[config.mk]
export PLATFORM = sky130hd
export DESIGN_NAME = router_pkt_framer
export DESIGN_NICKNAME = d
export VERILOG_FILES = /design/src/rtl/router_pkg.sv /design/src/rtl/router_pkt_buf.sv /design/src/rtl/router_pkt_framer.sv
export SDC_FILE = /design/constraint.sdc
export NUM_CORES = 1
export LEC_CHECK = 0
export BUFFER_PORTS_ARGS = -buffer_cell sky130_fd_sc_hd__clkbuf_2
export CAP_MARGIN = 10
export CORE_MARGIN = 8
export CORE_UTILIZATION = 65
export CTS_BUF_LIST = sky130_fd_sc_hd__clkbuf_8
export DETAILED_ROUTE_END_ITERATION = 7
export PLACE_DENSITY = 0.85
export SETUP_SLACK_MARGIN = 0.02
export SLEW_MARGIN = 20
export SYNTH_ARGS = -nofsm -noshare
export SYNTH_HDL_FRONTEND = slang
export SYNTH_SLANG_ARGS = --single-unit
[constraint.sdc]
create_clock -name clk -period 2.9 [get_ports clk]
set_input_delay 0.435 -clock clk [delete_from_list [all_inputs] [get_ports clk]]
set_output_delay 0.435 -clock clk [all_outputs]
set_load 0.03 [all_outputs]
[src/rtl/router_pkg.sv]
// Shared types, constants and header helper for the router packet framer.
package router_pkg;

    typedef enum logic [2:0] {
        IDLE,
        LOAD,
        HDR,
        PAY,
        PAR,
        GAP
    } framer_state_t;

    localparam int         ROUTER_MAX_LEN      = 63;
    localparam int         ROUTER_LEN_W        = 6;
    localparam logic [1:0] ROUTER_ILLEGAL_DEST = 2'd3;

    // Router header byte: length in the upper six bits, destination in the low two.
    function automatic logic [7:0] make_header(input logic [5:0] len, input logic [1:0] dest);
        return {len, dest};
    endfunction

endpackage

[src/rtl/router_pkt_buf.sv]
// Payload buffer: single-clock RAM with one write port and a combinational read port.
module router_pkt_buf
    import router_pkg::*;
#(
    parameter int DATA_W = 8,
    parameter int DEPTH  = ROUTER_MAX_LEN,
    parameter int AW     = ROUTER_LEN_W
) (
    input  logic              clk,
    input  logic              i_we,
    input  logic [AW-1:0]     i_waddr,
    input  logic [DATA_W-1:0] i_wdata,
    input  logic [AW-1:0]     i_raddr,
    output logic [DATA_W-1:0] o_rdata
);

    logic [DATA_W-1:0] r_mem [DEPTH];

    always_ff @(posedge clk) begin
        if (i_we) begin
            r_mem[i_waddr] <= i_wdata;
        end
    end

    assign o_rdata = r_mem[i_raddr];

endmodule

[src/rtl/router_pkt_framer.sv]
// Packet framer feeding the 1x3 router: buffers a payload, then sends header,
// payload and parity. Optional macro ROUTER_PARITY_INJ_EN adds inj_err to corrupt parity.
module router_pkt_framer
    import router_pkg::*;
#(
    parameter int DATA_W   = 8,
    parameter int MAX_LEN  = ROUTER_MAX_LEN,
    parameter int IDLE_GAP = 2
) (
    input  logic              clk,
    input  logic              rst,
    input  logic              start,
    input  logic [1:0]        dest,
    input  logic [5:0]        len,
`ifdef ROUTER_PARITY_INJ_EN
    input  logic              inj_err,
`endif
    output logic              ready,
    input  logic [DATA_W-1:0] pl_data,
    input  logic              pl_valid,
    output logic              pl_ready,
    input  logic              busy,
    output logic [DATA_W-1:0] data,
    output logic              pkt_valid,
    output logic              done,
    output logic              cfg_err,
    output logic [2:0]        dbg_state
);

    framer_state_t     r_state,  w_state;
    logic [DATA_W-1:0] r_data,   w_data;
    logic              r_pkt_valid, w_pkt_valid;
    logic              r_done,   w_done;
    logic              r_cfg_err, w_cfg_err;
    logic [5:0]        r_len,    w_len;
    logic [1:0]        r_dest,   w_dest;
    logic [5:0]        r_wr_idx, w_wr_idx;
    logic [5:0]        r_rd_idx, w_rd_idx;
    logic [3:0]        r_gap_cnt, w_gap_cnt;
    logic [DATA_W-1:0] r_parity, w_parity;
    logic              r_inj,    w_inj;
    logic              w_inj_in;
    logic              w_buf_we;
    logic [5:0]        w_rd_addr;
    logic [DATA_W-1:0] w_rd_data;

`ifdef ROUTER_PARITY_INJ_EN
    assign w_inj_in = inj_err;
`else
    assign w_inj_in = 1'b0;
`endif

    router_pkt_buf #(
        .DATA_W (DATA_W),
        .DEPTH  (MAX_LEN),
        .AW     (ROUTER_LEN_W)
    ) u_buf (
        .clk     (clk),
        .i_we    (w_buf_we),
        .i_waddr (r_wr_idx),
        .i_wdata (pl_data),
        .i_raddr (w_rd_addr),
        .o_rdata (w_rd_data)
    );

    // Handshakes: a payload byte moves on a rising edge with pl_valid && pl_ready;
    // an output byte moves on a rising edge with busy == 0 while in HDR/PAY/PAR.
    always_comb begin
        w_state     = r_state;
        w_data      = r_data;
        w_pkt_valid = r_pkt_valid;
        w_done      = 1'b0;
        w_cfg_err   = 1'b0;
        w_len       = r_len;
        w_dest      = r_dest;
        w_wr_idx    = r_wr_idx;
        w_rd_idx    = r_rd_idx;
        w_gap_cnt   = r_gap_cnt;
        w_parity    = r_parity;
        w_inj       = r_inj;
        w_buf_we    = 1'b0;
        w_rd_addr   = '0;
        case (r_state)
            IDLE: begin
                w_data      = '0;
                w_pkt_valid = 1'b0;
                if (start) begin
                    if (dest == ROUTER_ILLEGAL_DEST || len == '0) begin
                        w_cfg_err = 1'b1;
                    end else begin
                        w_len    = len;
                        w_dest   = dest;
                        w_inj    = w_inj_in;
                        w_parity = make_header(len, dest);
                        w_wr_idx = '0;
                        w_state  = LOAD;
                    end
                end
            end
            LOAD: begin
                if (pl_valid) begin
                    w_buf_we = 1'b1;
                    w_parity = r_parity ^ pl_data;
                    if (r_wr_idx == r_len - 6'd1) begin
                        w_data      = make_header(r_len, r_dest);
                        w_pkt_valid = 1'b1;
                        w_state     = HDR;
                    end else begin
                        w_wr_idx = r_wr_idx + 6'd1;
                    end
                end
            end
            HDR: begin
                w_rd_addr = '0;
                if (!busy) begin
                    w_data   = w_rd_data;
                    w_rd_idx = '0;
                    w_state  = PAY;
                end
            end
            PAY: begin
                // Look one byte ahead so the next payload byte is ready at the transfer edge.
                w_rd_addr = r_rd_idx + 6'd1;
                if (!busy) begin
                    if (r_rd_idx == r_len - 6'd1) begin
                        w_data      = r_inj ? ~r_parity : r_parity;
                        w_pkt_valid = 1'b0;
                        w_state     = PAR;
                    end else begin
                        w_data   = w_rd_data;
                        w_rd_idx = r_rd_idx + 6'd1;
                    end
                end
            end
            PAR: begin
                if (!busy) begin
                    w_done    = 1'b1;
                    w_data    = '0;
                    w_gap_cnt = '0;
                    w_state   = (IDLE_GAP == 0) ? IDLE : GAP;
                end
            end
            GAP: begin
                if (r_gap_cnt == 4'(IDLE_GAP - 1)) begin
                    w_state = IDLE;
                end else begin
                    w_gap_cnt = r_gap_cnt + 4'd1;
                end
            end
            default: w_state = IDLE;
        endcase
    end

    always_ff @(posedge clk or negedge rst) begin
        if (!rst) begin
            r_state     <= IDLE;
            r_data      <= '0;
            r_pkt_valid <= 1'b0;
            r_done      <= 1'b0;
            r_cfg_err   <= 1'b0;
            r_len       <= '0;
            r_dest      <= '0;
            r_wr_idx    <= '0;
            r_rd_idx    <= '0;
            r_gap_cnt   <= '0;
            r_parity    <= '0;
            r_inj       <= 1'b0;
        end else begin
            r_state     <= w_state;
            r_data      <= w_data;
            r_pkt_valid <= w_pkt_valid;
            r_done      <= w_done;
            r_cfg_err   <= w_cfg_err;
            r_len       <= w_len;
            r_dest      <= w_dest;
            r_wr_idx    <= w_wr_idx;
            r_rd_idx    <= w_rd_idx;
            r_gap_cnt   <= w_gap_cnt;
            r_parity    <= w_parity;
            r_inj       <= w_inj;
        end
    end

    assign ready     = (r_state == IDLE) && rst;
    assign pl_ready  = (r_state == LOAD);
    assign data      = r_data;
    assign pkt_valid = r_pkt_valid;
    assign done      = r_done;
    assign cfg_err   = r_cfg_err;
    assign dbg_state = r_state;

endmodule
==> summary.txt <==
Status -> completed
Synth Cell Area -> 23300 um2
Tightest Pin Transition -> 1.19 ns
Relative slew slack -> 0.204
CP Data Arrival Time -> 3.32 ns
Clock power share -> 0.262
Layout cells sized above 1 -> 0.183
Depth of the worst hold-timing path -> 3
Place WS -> -0.0219 ns
Switching power -> 7.86 mW
Hold EP -> r_len[1]
# port buffers -> 36
Dpl hpwl -> 40100 um
IO Pins -> 37
Die X-Extent -> 205 um
Syn Nets -> 1702
Req. time, crit path -> 3.41 ns
Avg Inst Size Synth -> 13.9 um2
All-layer global routing usage -> 0.302
Fraction of power spent switching nets -> 0.357
DRT iter0 DRCs -> 2386
Routability cong. -> 0.983
Hold Crit Start -> len[1]
Critical R2R Launch -> dbg_state[2]
Final instance area -> 26400 um2
Slowest CP cell -> a211oi_1
R2r endpoint -> data[2]
Final setup viols -> 0
Startpoint types -> flip-flop
Vias in the first global route -> 16000
Worst-path maximum fanout -> 39
Fin crit share -> 0.969
Max-cap violation count -> 0
CTS sink cnt -> 550
Setup ws final -> 0.0890 ns
Drt first pass iters -> 6
Hold Path Class -> input port to flip-flop
CTS tree -> yes
Most common flop cell mapped by yosys -> edfxtp_1
Internal power -> 14.2 mW
Layout net count -> 1861
Initial Utilization -> 0.657
# rows -> 69
Slowest stage delay, CP -> 0.49 ns
Max VDD drop -> 0.894 mV
Slew Viols, Final -> 0
Residual DRC -> 0
R2R setup slack -> 0.09 ns
CP Capture Type -> flip-flop
Storage cell area -> 16300 um2
EDFF count, synth -> 504
Vias -> 16200
CTS Buf Count -> 85
RSZ-0062 raised after global routing -> false
Area Overhead vs Synth -> 13.6%
GRT Residual Overflow -> 0
CP cell instances -> nand3b_2 > nor2_4 > buf_12 > mux2i_1 > a211oi_1 > a311oi_1 > buf_4 > a32oi_1 > nand3_1
Clock-pin slew on the worst setup and hold paths -> 0.06 ns
Antenna violations before repair -> 1
H-tree depth -> 3
PD cells -> 834 nW/um2
Core area -> 35400 um2
Final min period -> 2.81 ns
Placed instance area -> 24800 um2
Seq/Total Area, Yosys -> 0.700
Synthesized flop and latch total -> 550
Ys async rst share -> 0.0836
WS Path Type -> flip-flop to flip-flop
Synth cell types -> 83
First-pass GRT wire length -> 95300 um
Worst skew pair latency -> 0.65 ns
Pleak -> 9.11 nW
Filler cell count -> 2006
Skew final -> 0.0361 ns
Longest Clk Path Bufs -> 3
Antenna-violating nets left -> 0
Gate power share -> 0.317
CTS root buffer -> clkbuf_8
Vias/cell -> 6.88
Routed Wire Length -> 64000 um
Drt wl/cell -> 27.2 um
Syn. warnings -> 0
Cells on worst reg2reg path -> 9
Fmax -> 356 MHz
Mapped Cells -> 1676
Die area -> 42100 um2
Antenna diodes -> 0
Fin. Hold Viols -> 0
Pin count of the biggest net entering global routing -> 62
Sequential share of power -> 0.421
Multi-input gate area -> 6470 um2
WHS -> 0.0276 ns
Die Y -> 205 um
==> layout by cell type, fill, tap and decap left out, drive strengths merged, types with 5 or more instances in the layout <==
master	instances
edfxtp	504
nand2	182
buf	157
clkbuf	123
nor2	107
nand3	91
mux2i	86
a21oi	66
a211oi	58
o21ai	51
dfrtp	46
inv	42
a221oi	33
a221o	24
clkinv	24
a31oi	21
nor3	21
o211ai	19
a22oi	16
mux2	16
nor2b	14
and3	13
nand2b	13
nand4	12
xor2	12
a22o	12
o22ai	11
nand3b	10
a32oi	8
a21o	7
and2	6
o31ai	6
xnor2	6
or3	5
a311oi	5
a211o	5
ha	5
==> layout make-up <==
type | count | share of cell area
Clock inverter | 59 | 0.0101
Sequential cell | 550 | 0.617
Clock buffer | 88 | 0.0459
Inverter | 9 | 0.00128
Tap cell | 461 | 0.0218
Timing Repair Buffer | 194 | 0.0592
Multi-Input combinational cell | 995 | 0.245
==> routing by layer <==
metal  wire length [um]  vias up  track usage
li1                   -     6827            -
met1              22700     7854        0.396
met2              28900     1305        0.458
met3               9050      222       0.0919
met4               3320        0        0.147
met5                  0        -            0
==> state kept, by name, indices dropped and copies added, names as in the netlist <==
signal	cells
pkt_valid	1
data	8
dbg_state	3
r_parity	8
cfg_err	1
done	1
r_len	6
u_buf.r_mem	504
r_wr_idx	6
r_dest	2
r_rd_idx	6
r_gap_cnt	4
==> power by group through the flow <==
| stage | Combinational, mW | Sequential [mW] | Clock, mW |
|---|---|---|---|
| 2_1_floorplan | 4.34 | 9.35 | 0 |
| 3_3_place_gp | 6.52 | 9.38 | 0 |
| 3_5_place_dp | 6.70 | 9.40 | 0 |
| 4_1_cts | 6.76 | 9.25 | 5.78 |
| 5_1_grt | 7.32 | 9.30 | 6.14 |
| 6_report | 6.98 | 9.27 | 5.76 |
==> kinds of logic after synthesis <==
family | synth area share
mux | 0.0457
flops | 0.700
fa+ha+maj | 0.00269
xor+xnor | 0.00882
compound gates | 0.115
simple gates | 0.102
buf+inv | 0.0253
==> per-stage QoR <==
| stage | util | TNS [ns] | total power [mW] | cells |
|---|---|---|---|---|
| 2_1_floorplan | - | 0 | 13.7 | 1676 |
| 6_report | 0.746 | 0 | 22.0 | 2356 |
| 4_1_cts | 0.744 | 0 | 21.8 | 2354 |
| 3_3_place_gp | 0.702 | 0 | 15.9 | 2205 |
| 3_5_place_dp | 0.702 | -0.0219 | 16.1 | 2205 |
| 5_1_grt | 0.746 | 0 | 22.8 | 2356 |
==> worst max path at each step <==
stage | from | end | slack, ns | depth (start not counted)
finish | dbg_state[2] | data[2] | 0.09 | 9
global route | dbg_state[0] | pl_ready | 0.02 | 5
CTS | r_rd_idx[2] | data[4] | 0.009 | 9
detailed placement | r_rd_idx[0] | data[4] | -0.02 | 10
global placement | r_len[0] | data[1] | 0.03 | 7
floorplan | dbg_state[0] | u_buf.r_mem[54][0] | 0.28 | 9
==> what timing repair did <==
action	in CTS	in global routing
setup buffers	0	2
endpoints found under the setup margin	4	7
pin swaps	0	2
endpoints found under the hold margin	47	0
hold buffers	2	0
resized for setup	2	9
==> critical path, delay by kind of cell (launching register included) <==
kind            cells  cell delay [ns]
buf+inv             2             0.45
simple gates        3             0.73
mux                 1             0.17
flops               1             0.48
compound gates      3             0.81
==> cells in the mapped netlist (5+ instances only) <==
cell type  count  area (um2)
a221oi_1      33         289
buf_2         56         280
a21o_1         7        52.6
buf_4          5        37.5
buf_1         11        41.3
o22ai_1       11        68.8
o211ai_1      18         135
mux2i_1       86         861
a22oi_1       16         120
o21ai_1       14        70.1
xnor2_1        6        52.6
o21ai_0       37         185
o31ai_1        6        45.0
nor2_1       105         394
and3_1        13        81.3
nor2b_1       13        81.3
nand2_1      182         683
a31oi_1       21         131
nand3b_1       9        67.6
mux2_2        15         169
a22o_1        11        96.3
a21oi_1       64         320
edfxtp_1     504       15100
a311oi_1       5        43.8
inv_1          8        30.0
clkbuf_1      49         184
nand4_1       12        75.1
ha_1           5        62.6
a211oi_1      57         428
a221o_1       24         240
nor3_1        20         100
a211o_1        5        43.8
nand3_1       91         455
dfrtp_1       46        1150
xor2_1        12         105
or3_1          5        31.3
nand2b_1      13        81.3
and2_1         6        37.5
a32oi_1        8        70.1
No activity file was read; power rests on OpenSTA's default activity.
